**config.mk**
```make
export PLATFORM = sky130hd
export DESIGN_NAME = midi_parser
export DESIGN_NICKNAME = d
export VERILOG_FILES = /design/src/rtl/midi_parser.sv
export SDC_FILE = /design/constraint.sdc
export NUM_CORES = 1
export LEC_CHECK = 0
export BUFFER_PORTS_ARGS = -buffer_cell sky130_fd_sc_hd__clkbuf_2
export CAP_MARGIN = 20
export CORE_MARGIN = 8
export CORE_UTILIZATION = 25
export DETAILED_ROUTE_END_ITERATION = 10
export MAX_ROUTING_LAYER = met4
export PLACE_DENSITY = 0.47
export RECOVER_POWER = 100
export SYNTH_ARGS = -nofsm -noshare
export SYNTH_HDL_FRONTEND = slang
export SYNTH_SLANG_ARGS = --single-unit
```
**constraint.sdc**
```tcl
create_clock -name clk_i -period 3.3 [get_ports clk_i]
set_input_delay 0.33 -clock clk_i [delete_from_list [all_inputs] [get_ports clk_i]]
set_output_delay 0.33 -clock clk_i [all_outputs]
set_load 0.01 [all_outputs]
```
**src/rtl/midi_parser.sv**
```systemverilog
// -----------------------------------------------------------------------------
// midi_parser
//
// Decodes MIDI channel voice messages from the byte stream delivered by the
// UART receiver and drives a monophonic note/gate interface for the synth
// voice (oscillator/envelope stage).
//
// Parsing handles running status, interleaved real-time bytes and messages
// addressed to other channels. Only note-on, note-off and All Notes Off
// (controller 123) change the outputs. Every other message is parsed for
// length and then discarded.
//
// Parameters
//   CHANNEL      MIDI channel accepted (0..15).
//   OMNI         1: accept every channel and ignore CHANNEL.
//
// Ports
//   clk_i        system clock, single domain
//   rst_i        synchronous, active-high reset
//   byte_i       received byte, qualified by byteValid_i
//   byteValid_i  one-cycle strobe per received byte (may be back-to-back)
//   note_o       current note number
//   velocity_o   velocity of the last accepted note-on
//   gate_o       high while the current note is held
//   noteOn_o     one-cycle strobe when a note-on is accepted
//   noteOff_o    one-cycle strobe when the gate is released
// -----------------------------------------------------------------------------
module midi_parser #(
  parameter int unsigned CHANNEL = 0,
  parameter bit          OMNI    = 1'b0
) (
  input  logic       clk_i,
  input  logic       rst_i,
  input  logic [7:0] byte_i,
  input  logic       byteValid_i,
  output logic [6:0] note_o,
  output logic [6:0] velocity_o,
  output logic       gate_o,
  output logic       noteOn_o,
  output logic       noteOff_o
);

  // ---------------------------------------------------------------------------
  // Types and constants
  // ---------------------------------------------------------------------------
  typedef enum logic [1:0] {
    S_IDLE,  // no running status, or waiting for a new status byte
    S_D1,    // awaiting first data byte
    S_D2     // awaiting second data byte
  } parserState_e;

  typedef enum logic [1:0] {
    BC_REALTIME,  // 0xF8-0xFF
    BC_SYSTEM,    // 0xF0-0xF7
    BC_STATUS,    // 0x80-0xEF
    BC_DATA       // 0x00-0x7F
  } byteClass_e;

  localparam logic [3:0] ChannelSel    = 4'(CHANNEL);
  localparam logic [3:0] MsgNoteOff    = 4'h8;
  localparam logic [3:0] MsgNoteOn     = 4'h9;
  localparam logic [3:0] MsgControl    = 4'hB;
  localparam logic [3:0] MsgProgram    = 4'hC;
  localparam logic [3:0] MsgPressure   = 4'hD;
  localparam logic [6:0] CtlAllNotesOff = 7'd123;

  // ---------------------------------------------------------------------------
  // Helpers
  // ---------------------------------------------------------------------------
  function automatic byteClass_e classify(input logic [7:0] b);
    if (b >= 8'hF8) begin
      return BC_REALTIME;
    end else if (b >= 8'hF0) begin
      return BC_SYSTEM;
    end else if (b[7]) begin
      return BC_STATUS;
    end else begin
      return BC_DATA;
    end
  endfunction

  // Program change and channel pressure carry one data byte; every other
  // channel voice message carries two.
  function automatic logic isTwoByte(input logic [3:0] kind);
    return !((kind == MsgProgram) || (kind == MsgPressure));
  endfunction

  // ---------------------------------------------------------------------------
  // Parser state
  // ---------------------------------------------------------------------------
  parserState_e state, stateNext;
  logic [7:0]   status, statusNext;  // running status, 0 = none
  logic [6:0]   d1, d1Next;          // first data byte of the current message
  logic         msgDone;             // last data byte of a 2-byte message seen

  byteClass_e   byteClass;
  logic         statusValid;
  logic [3:0]   msgKind;
  logic         chanMatch;

  assign byteClass   = classify(byte_i);
  assign statusValid = status[7];
  assign msgKind     = status[7:4];
  assign chanMatch   = OMNI || (status[3:0] == ChannelSel);

  // Output next-values
  logic [6:0] noteNext, velocityNext;
  logic       gateNext, noteOnNext, noteOffNext;

  // ---------------------------------------------------------------------------
  // Process 1: state register
  // ---------------------------------------------------------------------------
  // NOTE: sequential state is assigned with <= so every register samples the
  // pre-edge values of the others; blocking here would create order-dependent
  // shift-through between registers in the same block.
  always_ff @(posedge clk_i) begin
    if (rst_i) begin
      state  <= S_IDLE;
      status <= '0;
      // NOTE: d1 is plain data and would work without reset, but a mid-message
      // reset must discard partial data, so clearing it keeps the parser fully
      // defined after reset at the cost of one reset mux per bit.
      d1     <= '0;
    end else begin
      state  <= stateNext;
      status <= statusNext;
      d1     <= d1Next;
    end
  end

  // ---------------------------------------------------------------------------
  // Process 2: next-state logic
  // ---------------------------------------------------------------------------
  always_comb begin
    // NOTE: every variable driven here gets a default first; any path that
    // left one unassigned would infer a latch.
    stateNext  = state;
    statusNext = status;
    d1Next     = d1;
    msgDone    = 1'b0;

    if (byteValid_i) begin
      unique case (byteClass)
        // Real-time bytes may appear anywhere, even inside a message, and
        // must leave the parser untouched.
        BC_REALTIME: ;

        BC_SYSTEM: begin
          statusNext = '0;
          stateNext  = S_IDLE;
        end

        BC_STATUS: begin
          statusNext = byte_i;
          stateNext  = S_D1;
        end

        BC_DATA: begin
          unique case (state)
            // A data byte in S_IDLE is the first byte of a running-status
            // message when a status is still held; otherwise it is dropped.
            S_IDLE, S_D1: begin
              if (statusValid) begin
                d1Next    = byte_i[6:0];
                // One-byte messages complete here and need no action;
                // staying in S_D1 keeps running status alive.
                stateNext = isTwoByte(msgKind) ? S_D2 : S_D1;
              end
            end
            S_D2: begin
              msgDone   = 1'b1;
              stateNext = S_D1;
            end
            default: stateNext = S_IDLE;
          endcase
        end

        default: ;
      endcase
    end
  end

  // ---------------------------------------------------------------------------
  // Process 3: output logic
  // ---------------------------------------------------------------------------
  // On message completion, byte_i holds d2 and d1 holds the first data byte.
  logic [6:0] d2;
  logic       execute;
  logic       releaseHit;  // note-off that matches the held note

  assign d2         = byte_i[6:0];
  assign execute    = msgDone && chanMatch;
  assign releaseHit = gate_o && (d1 == note_o);

  always_comb begin
    noteNext     = note_o;
    velocityNext = velocity_o;
    gateNext     = gate_o;
    noteOnNext   = 1'b0;
    noteOffNext  = 1'b0;

    if (execute) begin
      unique case (msgKind)
        MsgNoteOn: begin
          if (d2 != 7'd0) begin
            // Last-note priority: a new note-on simply takes over the voice,
            // so no release is signalled for the note it replaces.
            noteNext     = d1;
            velocityNext = d2;
            gateNext     = 1'b1;
            noteOnNext   = 1'b1;
          end else if (releaseHit) begin
            // Velocity-0 note-on is the running-status form of note-off.
            gateNext    = 1'b0;
            noteOffNext = 1'b1;
          end
        end

        MsgNoteOff: begin
          if (releaseHit) begin
            gateNext    = 1'b0;
            noteOffNext = 1'b1;
          end
        end

        MsgControl: begin
          // All Notes Off releases whatever is held; note and velocity are
          // kept so the envelope release still has its pitch.
          if ((d1 == CtlAllNotesOff) && gate_o) begin
            gateNext    = 1'b0;
            noteOffNext = 1'b1;
          end
        end

        default: ;
      endcase
    end
  end

  // Output register: outputs appear one cycle after the final data strobe.
  always_ff @(posedge clk_i) begin
    if (rst_i) begin
      note_o     <= '0;
      velocity_o <= '0;
      gate_o     <= 1'b0;
      noteOn_o   <= 1'b0;
      noteOff_o  <= 1'b0;
    end else begin
      note_o     <= noteNext;
      velocity_o <= velocityNext;
      gate_o     <= gateNext;
      noteOn_o   <= noteOnNext;
      noteOff_o  <= noteOffNext;
    end
  end

endmodule

```
==> run metrics <==
io pins 28; Post-route DRC 0; Post-synth top cells dfxtp_1 (34), nand3_1 (30), a21oi_1 (24), nand2_1 (16); Post-CTS Setup Inserts 0; CP max stage cell nand4_1; hpwl dp 3170 microns; largest net degree at the start of global routing 35; CTS resizes 0; row cnt 29; Crit Path Max Fanout 15; LEAKAGE ~0.58 nW; Antenna diodes 0; Main synth FF type dfxtp_1; fin. max-slew vios 0; cts-stage hold buffer count 0; RSZ-0062 raised after global routing no; Post-Syn Nets 206; final net count 225; syn_area_per_cell 8.51 sq um; vias 1471; clk sinks 34; worst path arrival time 2.49 ns; total placed cells including tap cells 281; CTS tree done; Power Dens Cells 414 nW/um^2; fin util 29.0%; biggest area consumer among synthesized cells dfxtp_1; initial antenna violation count 0; Area Overhead vs Synth 12.7%; Final period util between 70% and 80%; VDD IR max 0.000133 V; sequential share of the synthesized area roughly two fifths; Die Span X 96.8 microns; share of Yosys cell area claimed by the top area cell type 41.7%; type of origin of the critical path input port; max_slew headroom around a fifth; Cell Area, Synth 1630 sq um; Post-synth EDFFs 0; Min Hold Slack 0.324 ns; final setup fails 0; ANT nets after route 0; cts bufs inserted 5; Skew-Pair Late Insertion Delay 0.28 ns; status finished clean; ys async rst share 0%; Finished Layout Cells 288; flops & latches, synth 34; required time at the worst-slack endpoint 3.43 ns; Die Y approximately 97 microns; Slew @ Worst Pin 1.17 ns; CP Class in2reg; gpl congestion 0.775; number of max-cap violations 0; CP endpoint kind flop; post-DR vias/cell 5.11; CTS root buf clkbuf_8; Synth area leaders dfxtp_1 (42%), nand3_1 (9.2%), a21oi_1 (7.4%); core box area 6350 sq um; GRT Util Overall 9.61%; first-pass GRT wire length 7510 microns; drt first pass iters 4; post-route minimum period 2.36 ns; post-synth cell types 39; hold crit path type in2reg; skew final 0.0127 ns; gr ovfl total 0; IO Port Bufs 27; Hold Vio Cnt, Final 0; total negative slack 0 ns; Yosys Warn Count 0; vias in the first global route 1543; DIE AREA around 9400 sq um; initial core utilization 25.7%; crit path cell chain clkbuf_1 > nand3_1 > o21a_1 > inv_1 > ha_1 > and4b_1 > nand4_1 > o21ai_0 > a21oi_2; Achievable Freq 425 MHz; Synth Instances 192; Initial DRC Count 70; final wirelength 4400 microns; Worst-path clk slew 0.07 ns; share of cells above drive strength 1 13.3%; H-tree levels 2; Max clock buf depth 2; largest stage delay on the critical path 0.53 ns; Routed WL per cell 15.3 microns; top-count cell post-synth dfxtp_1
==> metal layers <==
| layer | share of wire [%] | vias up | track usage (%) |
|---|---|---|---|
| li1 | - | 734 | - |
| met1 | 54 | 706 | 12.3 |
| met2 | 43 | 29 | 14.7 |
| met3 | 2.8 | 2 | 2.63 |
| met4 | 0.27 | 0 | 1.78 |
| met5 | 0 | - | - |
==> worst max-delay path: cells and delay by family <==
| family | cells | cell delay [ns] |
|---|---|---|
| adder cells (fa/ha/maj) | 1 | 0.19 |
| AO/OA/AOI/OAI | 3 | 0.75 |
| buffers and inverters | 2 | 0.32 |
| AND/OR/NAND/NOR | 3 | 0.88 |
==> kinds of logic (layout without fill, tap and decap cells) <==
| group | count (synthesis) | after routing | synth area share, % |
|---|---|---|---|
| xor+xnor | 7 | 7 | 3.75 |
| simple gates | 71 | 71 | 23.2 |
| flops | 34 | 34 | 41.7 |
| fa+ha+maj | 3 | 3 | 2.30 |
| buf+inv | 18 | 37 | 4.90 |
| compound gates | 59 | 59 | 24.2 |
==> final timing paths <==
path,from,to,slack [ns],cells after the start
worst min-delay path,byte_i[7],status[7]$_SDFFE_PP0P_,0.32,3
worst max register to register,status[0]$_SDFFE_PP0P_,velocity_o[3]$_SDFFE_PP0P_,1.14,4
worst max-delay path,byte_i[5],velocity_o[3]$_SDFFE_PP0P_,0.94,9
worst min register to register,status[3]$_SDFFE_PP0P_,status[3]$_SDFFE_PP0P_,0.45,2
==> placed cells by master, fill, tap and decap left out, types with 2 or more instances in the layout <==
cell,synthesis,final
a211oi_1,2,2
a21oi_1,24,24
a21oi_2,9,9
clkbuf_1,8,18
clkbuf_2,1,9
clkbuf_8,0,5
clkinv_2,0,2
dfxtp_1,34,34
ha_1,3,3
inv_1,3,3
nand2_1,16,16
nand2b_1,3,3
nand3_1,30,30
nand4_1,5,5
nand4b_1,2,2
nor2_1,3,3
nor2b_1,3,3
nor3_1,2,2
o21a_1,2,2
o21ai_0,5,14
xnor2_1,4,4
xor2_1,3,3
==> sequential cells by signal, indices dropped and copies added (netlist names) <==
name,count
note_o,7
noteOff_o,1
gate_o,1
d1,7
velocity_o,7
noteOn_o,1
state,2
status,8
==> area by class of cell <==
cell class | count | area (sq um)
repair buffers | 27 | 113
clock buffers | 5 | 68.8
flip-flops and latches | 34 | 681
inverters | 3 | 11.3
clock inverters | 2 | 10.0
fillers | 701 | 4510
well taps | 77 | 96.3
multi-input cells | 140 | 862
==> metrics by stage <==
stage          power [W]  area [sq um]  setup WS, ns
2_1_floorplan   0.000462          1630          1.48
3_3_place_gp    0.000483          1800         0.831
3_5_place_dp    0.000483          1800         0.783
4_1_cts         0.000775          1880          1.07
5_1_grt         0.000799          1840         0.736
6_report        0.000762          1840         0.944
==> power by group <==
group | switching [W] | internal (W)
Sequential | 0.00000457 | 0.000414
Clock | 0.000148 | 0.000142
Combinational | 0.0000380 | 0.0000153
Total | 0.000191 | 0.000571
No activity file was read; power rests on OpenSTA's default activity.
